File: src/rtl/demux4_buf.sv
// Buffered 1-to-4 demultiplexer: one valid/ready input steered into four single-entry output lanes.
// Optional per-lane accept counters (stat_cnt0..3) are built when DEMUX4_STATS_EN is defined.
module demux4_buf #(
  parameter int WIDTH = 32
) (
  input  logic             clk,
  input  logic             rst_n,
  input  logic             in_valid,
  output logic             in_ready,
  input  logic [1:0]       in_sel,
  input  logic [WIDTH-1:0] in_data,
  output logic [3:0]       out_valid,
  input  logic [3:0]       out_ready,
  output logic [WIDTH-1:0] out_data0,
  output logic [WIDTH-1:0] out_data1,
  output logic [WIDTH-1:0] out_data2,
  output logic [WIDTH-1:0] out_data3
`ifdef DEMUX4_STATS_EN
  ,
  output logic [7:0]       stat_cnt0,
  output logic [7:0]       stat_cnt1,
  output logic [7:0]       stat_cnt2,
  output logic [7:0]       stat_cnt3
`endif
);

  logic             accept_p0;
  logic [3:0]       load_p0;
  logic [3:0]       drain_p0;
  logic [3:0]       vld_p1;
  logic [WIDTH-1:0] data_p1 [4];

  // Stage 0: select-lane handshake; a draining lane can be reloaded in the same cycle
  always_comb begin
    in_ready          = ~vld_p1[in_sel] | out_ready[in_sel];
    accept_p0         = in_valid & in_ready;
    load_p0           = '0;
    load_p0[in_sel]   = accept_p0;
    drain_p0          = vld_p1 & out_ready;
  end

  // Stage 1: lane registers
  always_ff @(posedge clk or negedge rst_n) begin
    if (!rst_n) begin
      vld_p1 <= '0;
    end else begin
      vld_p1 <= load_p0 | (vld_p1 & ~drain_p0);
    end
  end

  always_ff @(posedge clk or negedge rst_n) begin
    if (!rst_n) begin
      for (int i = 0; i < 4; i++) data_p1[i] <= '0;
    end else begin
      for (int i = 0; i < 4; i++) begin
        if (load_p0[i]) data_p1[i] <= in_data;
      end
    end
  end

  assign out_valid = vld_p1;
  assign out_data0 = data_p1[0];
  assign out_data1 = data_p1[1];
  assign out_data2 = data_p1[2];
  assign out_data3 = data_p1[3];

`ifdef DEMUX4_STATS_EN
  logic [7:0] cnt_p1 [4];

  // Stage 1: accept counters, wrapping naturally at 8 bits
  always_ff @(posedge clk or negedge rst_n) begin
    if (!rst_n) begin
      for (int i = 0; i < 4; i++) cnt_p1[i] <= '0;
    end else begin
      for (int i = 0; i < 4; i++) begin
        if (load_p0[i]) cnt_p1[i] <= cnt_p1[i] + 8'd1;
      end
    end
  end

  assign stat_cnt0 = cnt_p1[0];
  assign stat_cnt1 = cnt_p1[1];
  assign stat_cnt2 = cnt_p1[2];
  assign stat_cnt3 = cnt_p1[3];
`endif

endmodule
File: config.mk
export PLATFORM = sky130hd
export DESIGN_NAME = demux4_buf
export DESIGN_NICKNAME = d
export VERILOG_FILES = /design/src/rtl/demux4_buf.sv
export SDC_FILE = /design/constraint.sdc
export NUM_CORES = 1
export LEC_CHECK = 0
export BUFFER_PORTS_ARGS = -buffer_cell sky130_fd_sc_hd__buf_2
export CORE_UTILIZATION = 40
export CTS_CLUSTER_SIZE = 12
export DETAILED_ROUTE_END_ITERATION = 10
export GPL_ROUTABILITY_DRIVEN = 0
export HOLD_SLACK_MARGIN = 0.06
export MAX_ROUTING_LAYER = met4
export PLACE_DENSITY = 0.69
export SYNTH_ARGS = -nofsm -noshare
export SYNTH_HDL_FRONTEND = slang
export SYNTH_SLANG_ARGS = --single-unit
File: constraint.sdc
create_clock -name clk -period 3.85 [get_ports clk]
set_clock_uncertainty 0.15 [all_clocks]
set_input_delay 0.1925 -clock clk [delete_from_list [all_inputs] [get_ports clk]]
set_output_delay 0.1925 -clock clk [all_outputs]
set_load 0.02 [all_outputs]
==> results.env, run 1 <==
RUN_STATUS='finished, final reports clean'
GLOBALROUTEOVERFLOWTOTAL=0
SETUP.WORST_PATH.END='out_data0[19]$_DFFE_PN0P_'
CELLLEAKAGEPOWER_uW=0.00329
TIMING.REG2REG.WORST_PATH_DEPTH=4
DRT_PRE_ANTENNA_ITERS=4
MAPPEDNETLISTNETS=333
R2R-START='out_valid[0]$_DFF_PN0_'
PRECTSSETUPSLACK_NS=1.55
INITIAL_DETAILED_ROUTING_VIOLATION_COUNT=141
FIRST_PASS_GRT_WIRE_LENGTH_UM=18200
UNREPAIRED_SETUP_ENDPOINTS_AFTER_GLOBAL_ROUTING='no'
ANTENNA-DIODE-COUNT=0
NETS=554
MULTI_INPUT_COMBINATIONAL_CELL_AREA_UM2=1570
WORST_CASE_CLOCK_BUFFER_DEPTH=2
LAYOUT.CORE_UTILIZATION_PCT=57.4
SYNTH_AREA_UM2=5000
CTS_REPAIR_RESIZE_COUNT=0
DRT-VIAS-PER-INSTANCE=4.80
VIAS=3322
SYNTH.DISTINCT_CELLS=16
PERIOD_MINUS_SLACK_NS=2.41
H-TREE-DEPTH=4
FINAL_ROUTED_WIRE_LENGTH_DIVIDED_BY_CELL_COUNT_UM=16.5
CRITICAL_PATH_REQUIRED_NS=3.99
FINAL_WIRELENGTH_UM=11400
FIN_CRIT_SH_PCT=62.5
POST-ROUTE-DRC-COUNT=0
CTS_TREE='built'
LAYOUT.AREA.SEQ_UM2=3300
WORST_EP_ARRIVAL_TIME_NS=2.54
YOSYSWARNINGS=0
TIMING.CRITICAL_PATH.FANOUT_MAX=19
IRDROPWORSTVDD_mV=0.325
STANDARD_CELL_CORE_AREA_UM2=12100
REG2REG_SLACK_NS=1.62
VIA_COUNT_OF_THE_FIRST_GLOBAL_ROUTING_PASS=3422
GRT_ANTENNA_BEFORE_REPAIR=0
INSERTION_DELAY_NS=0.41
FILLERINSTANCES=1007
WORSTSETUPENDPOINTTYPE='flip-flop'
CTS_NUM_SINKS=132
TIMING.MAX_SLEW.REL_SLACK_PCT=27.1
SYNTH.YOSYS.SEQ_AREA_SHARE_PCT=66.1
LAYOUT-DRIVE-GT1-SHARE_PCT=63.2
STARTPOINT='out_ready[0]'
SYNTH_SEQ_CELLS=132
FINAL-HOLD-VIOLATION-COUNT=0
FINALSETUPVIOLATIONS=0
TNS_SETUP_NS=0
IO_BUFFER_COUNT=173
PLACE.DETAILED.INSTANCES=621
SETUP.WORST_PATH.CLASS='in2reg'
TIMING.HOLD.WORST.CLASS='in2async'
DIE_FOOTPRINT_UM2=13000
CTS_BUFFERS=17
SYN-INSTANCE-COUNT=292
FP.DIEH_UM=114
FINAL_SLEW_VIOL_COUNT=0
INITIAL_CORE_UTIL_PCT=41.3
DESIGN_POWER_TOTAL_uW=4420
CORE_ROWS=40
WORST_SLEW_PIN_SLEW_NS=1.09
DIE_W_UM=114
WORSTSETUPSTARTPOINTTYPE='primary input'
REGTOREGENDPOINT='out_data0[19]$_DFFE_PN0P_'
GRT_USAGE_PCT=19.3
MAX_CAP_VIOL_COUNT=0
POST-DP-HPWL_UM=7450
NUM_IO_PINS=174
WORST_SLACK_NS=1.44
CLK_ROOT_BUFFER_CELL='sky130_fd_sc_hd__clkbuf_16'
ROUTE.ANTENNA.REMAINING_NETS=0
LAYOUT.CELLS.NON_FILLER=692
SYNTH_AREA_PER_CELL_UM2=17.1
FMAX_MHz=415
POWER.DENSITY_CELL_AREA_nW_PER_UM2=636
AREAGROWTHSYNTHTOFINISH_PCT=38.9
WORST_SETUP_HOLD_PATH_CLK_SLEW_NS=0.05
GRT_MAX_DEGREE=72
[worst min path at each step]
stage	end	slack, ns	cells past startpoint
CTS	out_data2[6]$_DFFE_PN0P_	0.28	2
global route	out_data2[6]$_DFFE_PN0P_	0.35	2
detailed placement	out_data2[6]$_DFFE_PN0P_	0.16	1
global placement	out_data2[6]$_DFFE_PN0P_	0.16	1
floorplan	out_data0[0]$_DFFE_PN0P_	-0.25	0
finish	out_data2[6]$_DFFE_PN0P_	0.26	2
[state kept, by name, summed over array words and instances, names as in the netlist]
signal and count:
out_data0 32, out_data1 32, out_data3 32, out_data2 32, out_valid 4
[power by group]
part	leakage, uW	switching (uW)	internal [uW]	total (uW)
registers	0.00157	148	1680	1830
logic	0.00145	640	462	1100
clock network	0.000273	548	944	1490
[metrics by stage]
stage,hold slack [ns],instance area (um^2)
after floorplan,-0.253,5000
after global placement,0.157,5990
after detailed placement,0.162,5990
after CTS,0.281,6950
after global routing,0.350,6950
final,0.261,6950
[repair_timing]
| action | 4_1_cts | 5_1_grt |
|---|---|---|
| hold buffers | 41 | 0 |
| hold endpoints to repair | 193 | 0 |
| setup buffers | 0 | 0 |
| setup endpoints to repair | 0 | 0 |
[per-layer routing]
| layer | wire [um] | track usage, % | vias to the layer above |
|---|---|---|---|
| li1 | - | - | 1475 |
| met1 | 5270 | 25.3 | 1689 |
| met2 | 5260 | 28.2 | 140 |
| met3 | 701 | 6.38 | 18 |
| met4 | 173 | 7.01 | 0 |
| met5 | 0 | - | - |
[area by class of cell]
type	count	area share, %
tap	168	3.03
clock inverter	5	0.720
sequential	132	47.6
clock buffer	25	7.13
timing repair buffer	217	18.9
multi-input combinational	145	22.7
[cell families (layout without fill, tap and decap cells)]
| logic type | Yosys count | after routing | synth area share (%) |
|---|---|---|---|
| DFF | 132 | 132 | 66.1 |
| buffers and inverters | 15 | 247 | 2.63 |
| muxes | 129 | 129 | 29.3 |
| AOI/OAI and AO/OA | 1 | 1 | 0.100 |
| and+or+nand+nor | 15 | 15 | 1.93 |
[layout by cell type (no fill, tap or decap)]
master,count
sky130_fd_sc_hd__clkbuf_8,4
sky130_fd_sc_hd__mux2_1,4
sky130_fd_sc_hd__nor2b_4,1
sky130_fd_sc_hd__buf_12,1
sky130_fd_sc_hd__nand2b_1,4
sky130_fd_sc_hd__nand3b_1,1
sky130_fd_sc_hd__and3_2,1
sky130_fd_sc_hd__clkbuf_16,17
sky130_fd_sc_hd__clkbuf_1,4
sky130_fd_sc_hd__buf_2,172
sky130_fd_sc_hd__mux2_2,124
sky130_fd_sc_hd__o21ai_0,1
sky130_fd_sc_hd__mux4_2,1
sky130_fd_sc_hd__clkinv_2,4
sky130_fd_sc_hd__bufinv_16,1
sky130_fd_sc_hd__nand2_1,5
sky130_fd_sc_hd__nor3b_4,1
sky130_fd_sc_hd__dfrtp_1,132
sky130_fd_sc_hd__nor2b_2,1
sky130_fd_sc_hd__buf_4,3
sky130_fd_sc_hd__dlygate4sd3_1,41
sky130_fd_sc_hd__nand3_1,1
[synthesized netlist by cell type]
master	instances	area (um^2)
sky130_fd_sc_hd__dfrtp_1	132	3300
sky130_fd_sc_hd__mux2_2	124	1400
sky130_fd_sc_hd__buf_6	9	101
sky130_fd_sc_hd__buf_2	5	25.0
sky130_fd_sc_hd__nand2_1	5	18.8
sky130_fd_sc_hd__mux2_1	4	45.0
sky130_fd_sc_hd__nand2b_1	4	25.0
sky130_fd_sc_hd__and3_1	1	6.26
sky130_fd_sc_hd__clkbuf_2	1	5.00
sky130_fd_sc_hd__mux4_2	1	22.5
sky130_fd_sc_hd__nand3_1	1	5.00
sky130_fd_sc_hd__nand3b_1	1	7.51
sky130_fd_sc_hd__nor2b_1	1	6.26
sky130_fd_sc_hd__nor2b_2	1	8.76
sky130_fd_sc_hd__nor3b_4	1	18.8
sky130_fd_sc_hd__o21ai_0	1	5.00
[critical path, cell delays in order]
cell                            delay, ns
sky130_fd_sc_hd__dlygate4sd3_1       0.54
sky130_fd_sc_hd__buf_2               0.12
sky130_fd_sc_hd__nand2b_1            0.17
sky130_fd_sc_hd__nand3b_1            0.68
sky130_fd_sc_hd__buf_4               0.44
sky130_fd_sc_hd__mux2_2              0.38
Note: power is estimated with default switching activity, not from simulation.
==> run 2: changes to the inputs <==
--- a/config.mk
+++ b/config.mk
@@ -12,7 +12,7 @@
 export GPL_ROUTABILITY_DRIVEN = 0
 export HOLD_SLACK_MARGIN = 0.06
 export MAX_ROUTING_LAYER = met4
-export PLACE_DENSITY = 0.69
+export PLACE_DENSITY = 0.72
 export SYNTH_ARGS = -nofsm -noshare
 export SYNTH_HDL_FRONTEND = slang
 export SYNTH_SLANG_ARGS = --single-unit
==> constraint.sdc (replaced) <==
create_clock -name clk -period 2.1 [get_ports clk]
set_clock_uncertainty 0.15 [all_clocks]
set_input_delay 0.105 -clock clk [delete_from_list [all_inputs] [get_ports clk]]
set_output_delay 0.105 -clock clk [all_outputs]
set_load 0.02 [all_outputs]
==> results.env, run 2 (same netlist as run 1, synthesis figures left out) <==
RUN_STATUS='finished, final reports clean'
FIRST_PASS_GRT_WIRE_LENGTH_UM=17900
TIMING.REG2REG.WORST_PATH_DEPTH=4
GRT_ANTENNA_BEFORE_REPAIR=0
DRT-VIAS-PER-INSTANCE=4.68
DRT_PRE_ANTENNA_ITERS=5
INTERNAL_POWER_uW=5680
TIMING.HOLD.WORST.CLASS='in2async'
HIGHEST_COUNT_CELLS_IN_THE_LAYOUT_IGNORING_FILL_AND_TAPS='172 x sky130_fd_sc_hd__buf_2, 132 x sky130_fd_sc_hd__dfrtp_1, 124 x sky130_fd_sc_hd__mux2_2'
POWER.DENSITY_CELL_AREA_nW_PER_UM2=1160
VIAS=3258
CORE_ROWS=40
MAX_CAP_VIOL_COUNT=0
AREAGROWTHSYNTHTOFINISH_PCT=40.0
TIMING.CRITICAL_PATH.FANOUT_MAX=3
CTS_BUFFERS=17
REG2REG_SLACK_NS=0.48
FINAL_WIRELENGTH_UM=11300
WORSTSETUPENDPOINTTYPE='output port'
GRT_MAX_DEGREE=133
GLOBALROUTEOVERFLOWTOTAL=0
NETS=558
IO_BUFFER_COUNT=173
POWER.SHARE.SWITCHING_PCT=30.2
COMB_POWER_SHARE_PCT=25.0
STARTPOINT='out_ready[3]'
CP_NUM_CELLS=5
FINALSETUPVIOLATIONS=0
POST-ROUTE-DRC-COUNT=0
WORST_SLACK_NS=0.224
GRT_USAGE_PCT=18.9
WORSTSETUPSTARTPOINTTYPE='primary input'
CTS_TREE='built'
P_SW_uW=2460
MOST_COMMON_CELL_AFTER_LAYOUT_FILL_AND_TAPS_ASIDE='sky130_fd_sc_hd__buf_2'
CLK_ROOT_BUFFER_CELL='sky130_fd_sc_hd__clkbuf_16'
TIMING.MAX_SLEW.REL_SLACK_PCT=53.6
R2R-START='out_valid[1]$_DFF_PN0_'
PERIOD_MINUS_SLACK_NS=1.88
SEQUENTIALPOWERSHARE_PCT=41.0
PLACE.DETAILED.INSTANCES=625
CELLLEAKAGEPOWER_uW=0.00331
CRITICAL-PATH-TOP-CELL-BY-COUNT='sky130_fd_sc_hd__buf_2'
IRDROPWORSTVDD_mV=0.646
UNREPAIRED_SETUP_ENDPOINTS_AFTER_GLOBAL_ROUTING='no'
LAYOUT.CELLS.NON_FILLER=696
CRITICAL_PATH_BUF_INV_COUNT=3
DIE_W_UM=114
WORST_CASE_CLOCK_BUFFER_DEPTH=2
LAYOUT-DRIVE-GT1-SHARE_PCT=63.1
DIE_FOOTPRINT_UM2=13000
INSERTION_DELAY_NS=0.41
TNS_SETUP_NS=0
INITIAL_DETAILED_ROUTING_VIOLATION_COUNT=186
STANDARD_CELL_CORE_AREA_UM2=12100
FINAL_ROUTED_WIRE_LENGTH_DIVIDED_BY_CELL_COUNT_UM=16.2
SLOWEST_DELAY_NS=0.54
INITIAL_CORE_UTIL_PCT=41.3
FP.DIEH_UM=114
REGTOREGENDPOINT='out_data1[3]$_DFFE_PN0P_'
CRITICAL_PATH_REQUIRED_NS=1.85
CRIT_CHAIN='dlygate4sd3_1, buf_2, nand2b_1, mux4_2, buf_2'
POST-DP-HPWL_UM=7150
FINAL_SLEW_VIOL_COUNT=0
WORST_SETUP_HOLD_PATH_CLK_SLEW_NS=0.05
WORST_EP_ARRIVAL_TIME_NS=1.62
POST_CTS_SETUP_BUFFERS=0
P_CLK_SHARE_PCT=33.9
SETUP.WORST_PATH.END='in_ready'
NUM_IO_PINS=174
PRECTSSETUPSLACK_NS=0.471
CRITICAL-PATH-TOP-DELAY-FAMILY='buffers and inverters'
ROUTE.ANTENNA.REMAINING_NETS=0
ANTENNA-DIODE-COUNT=0
VIA_COUNT_OF_THE_FIRST_GLOBAL_ROUTING_PASS=3522
WORST_SLEW_PIN_SLEW_NS=0.696
FIN_CRIT_SH_PCT=89.3
DESIGN_POWER_TOTAL_uW=8140
CTS_NUM_SINKS=132
SLOWEST_CELL_ON_THE_CRITICAL_PATH='sky130_fd_sc_hd__dlygate4sd3_1'
SETUP.WORST_PATH.CLASS='in2out'
FMAX_MHz=533
CTS_REPAIR_RESIZE_COUNT=0
H-TREE-DEPTH=4
FINAL-HOLD-VIOLATION-COUNT=0
[run 2: cell types whose count changed in the layout (fill, tap and decap cells not counted), sizes merged]
| cell | change |
|---|---|
| bufinv | +1 |
| buf | +4 |
| clkbuf | -1 |
[run 2: power groups by stage]
stage               registers [uW]  clock network (uW)  logic [uW]
floorplan                     4030                   0         535
global placement              3340                   0        1950
detailed placement            3370                   0        1990
CTS                           3340                2830        2050
global route                  3410                2920        2160
finish                        3340                2760        2040
[run 2: worst min path at each step]
| stage | start | to | slack (ns) | depth (start not counted) |
|---|---|---|---|---|
| after global placement | rst_n | out_data3[25]$_DFFE_PN0P_ | 0.11 | 2 |
| after floorplan | rst_n | out_data0[0]$_DFFE_PN0P_ | -0.34 | 0 |
| final | rst_n | out_data2[25]$_DFFE_PN0P_ | 0.20 | 3 |
| after detailed placement | rst_n | out_data2[25]$_DFFE_PN0P_ | 0.13 | 2 |
| after CTS | rst_n | out_data2[25]$_DFFE_PN0P_ | 0.22 | 3 |
| after global routing | rst_n | out_data2[25]$_DFFE_PN0P_ | 0.28 | 3 |
[run 2: worst register-to-register path, delay by kind of cell, from the launching register on]
family / cells / cell delay (ns)
flip-flops: 1 / 0.38
multiplexers: 1 / 0.38
buffers and inverters: 1 / 0.30
AND/OR/NAND/NOR: 2 / 0.29
[run 2: what timing repair did]
item | in CTS | in global routing
hold buffers | 41 | 0
setup endpoints to repair | 0 | 0
endpoints found under the hold margin | 264 | 0
[run 2: routing by layer]
metal,part of all wire [%],track usage [%]
met3,6.5,6.85
met2,48,29.9
met5,0,-
met4,1.5,6.67
met1,44,22.4
[run 2: per-stage QoR]
step | instance area, um^2 | utilization, % | hold slack, ns
after floorplan | 5000 | - | -0.341
after global placement | 6050 | 49.9 | 0.111
after detailed placement | 6050 | 49.9 | 0.126
after CTS | 7000 | 57.8 | 0.217
after global routing | 7000 | 57.8 | 0.284
final | 7000 | 57.8 | 0.203
[run 2: layout make-up]
cell class              count  area, um^2
multi-input cells         145        1570
clock inverters             6        80.1
fillers                  1008        5110
repair buffers            221        1370
clock buffers              24         462
flip-flops and latches    132        3300
well taps                 168         210
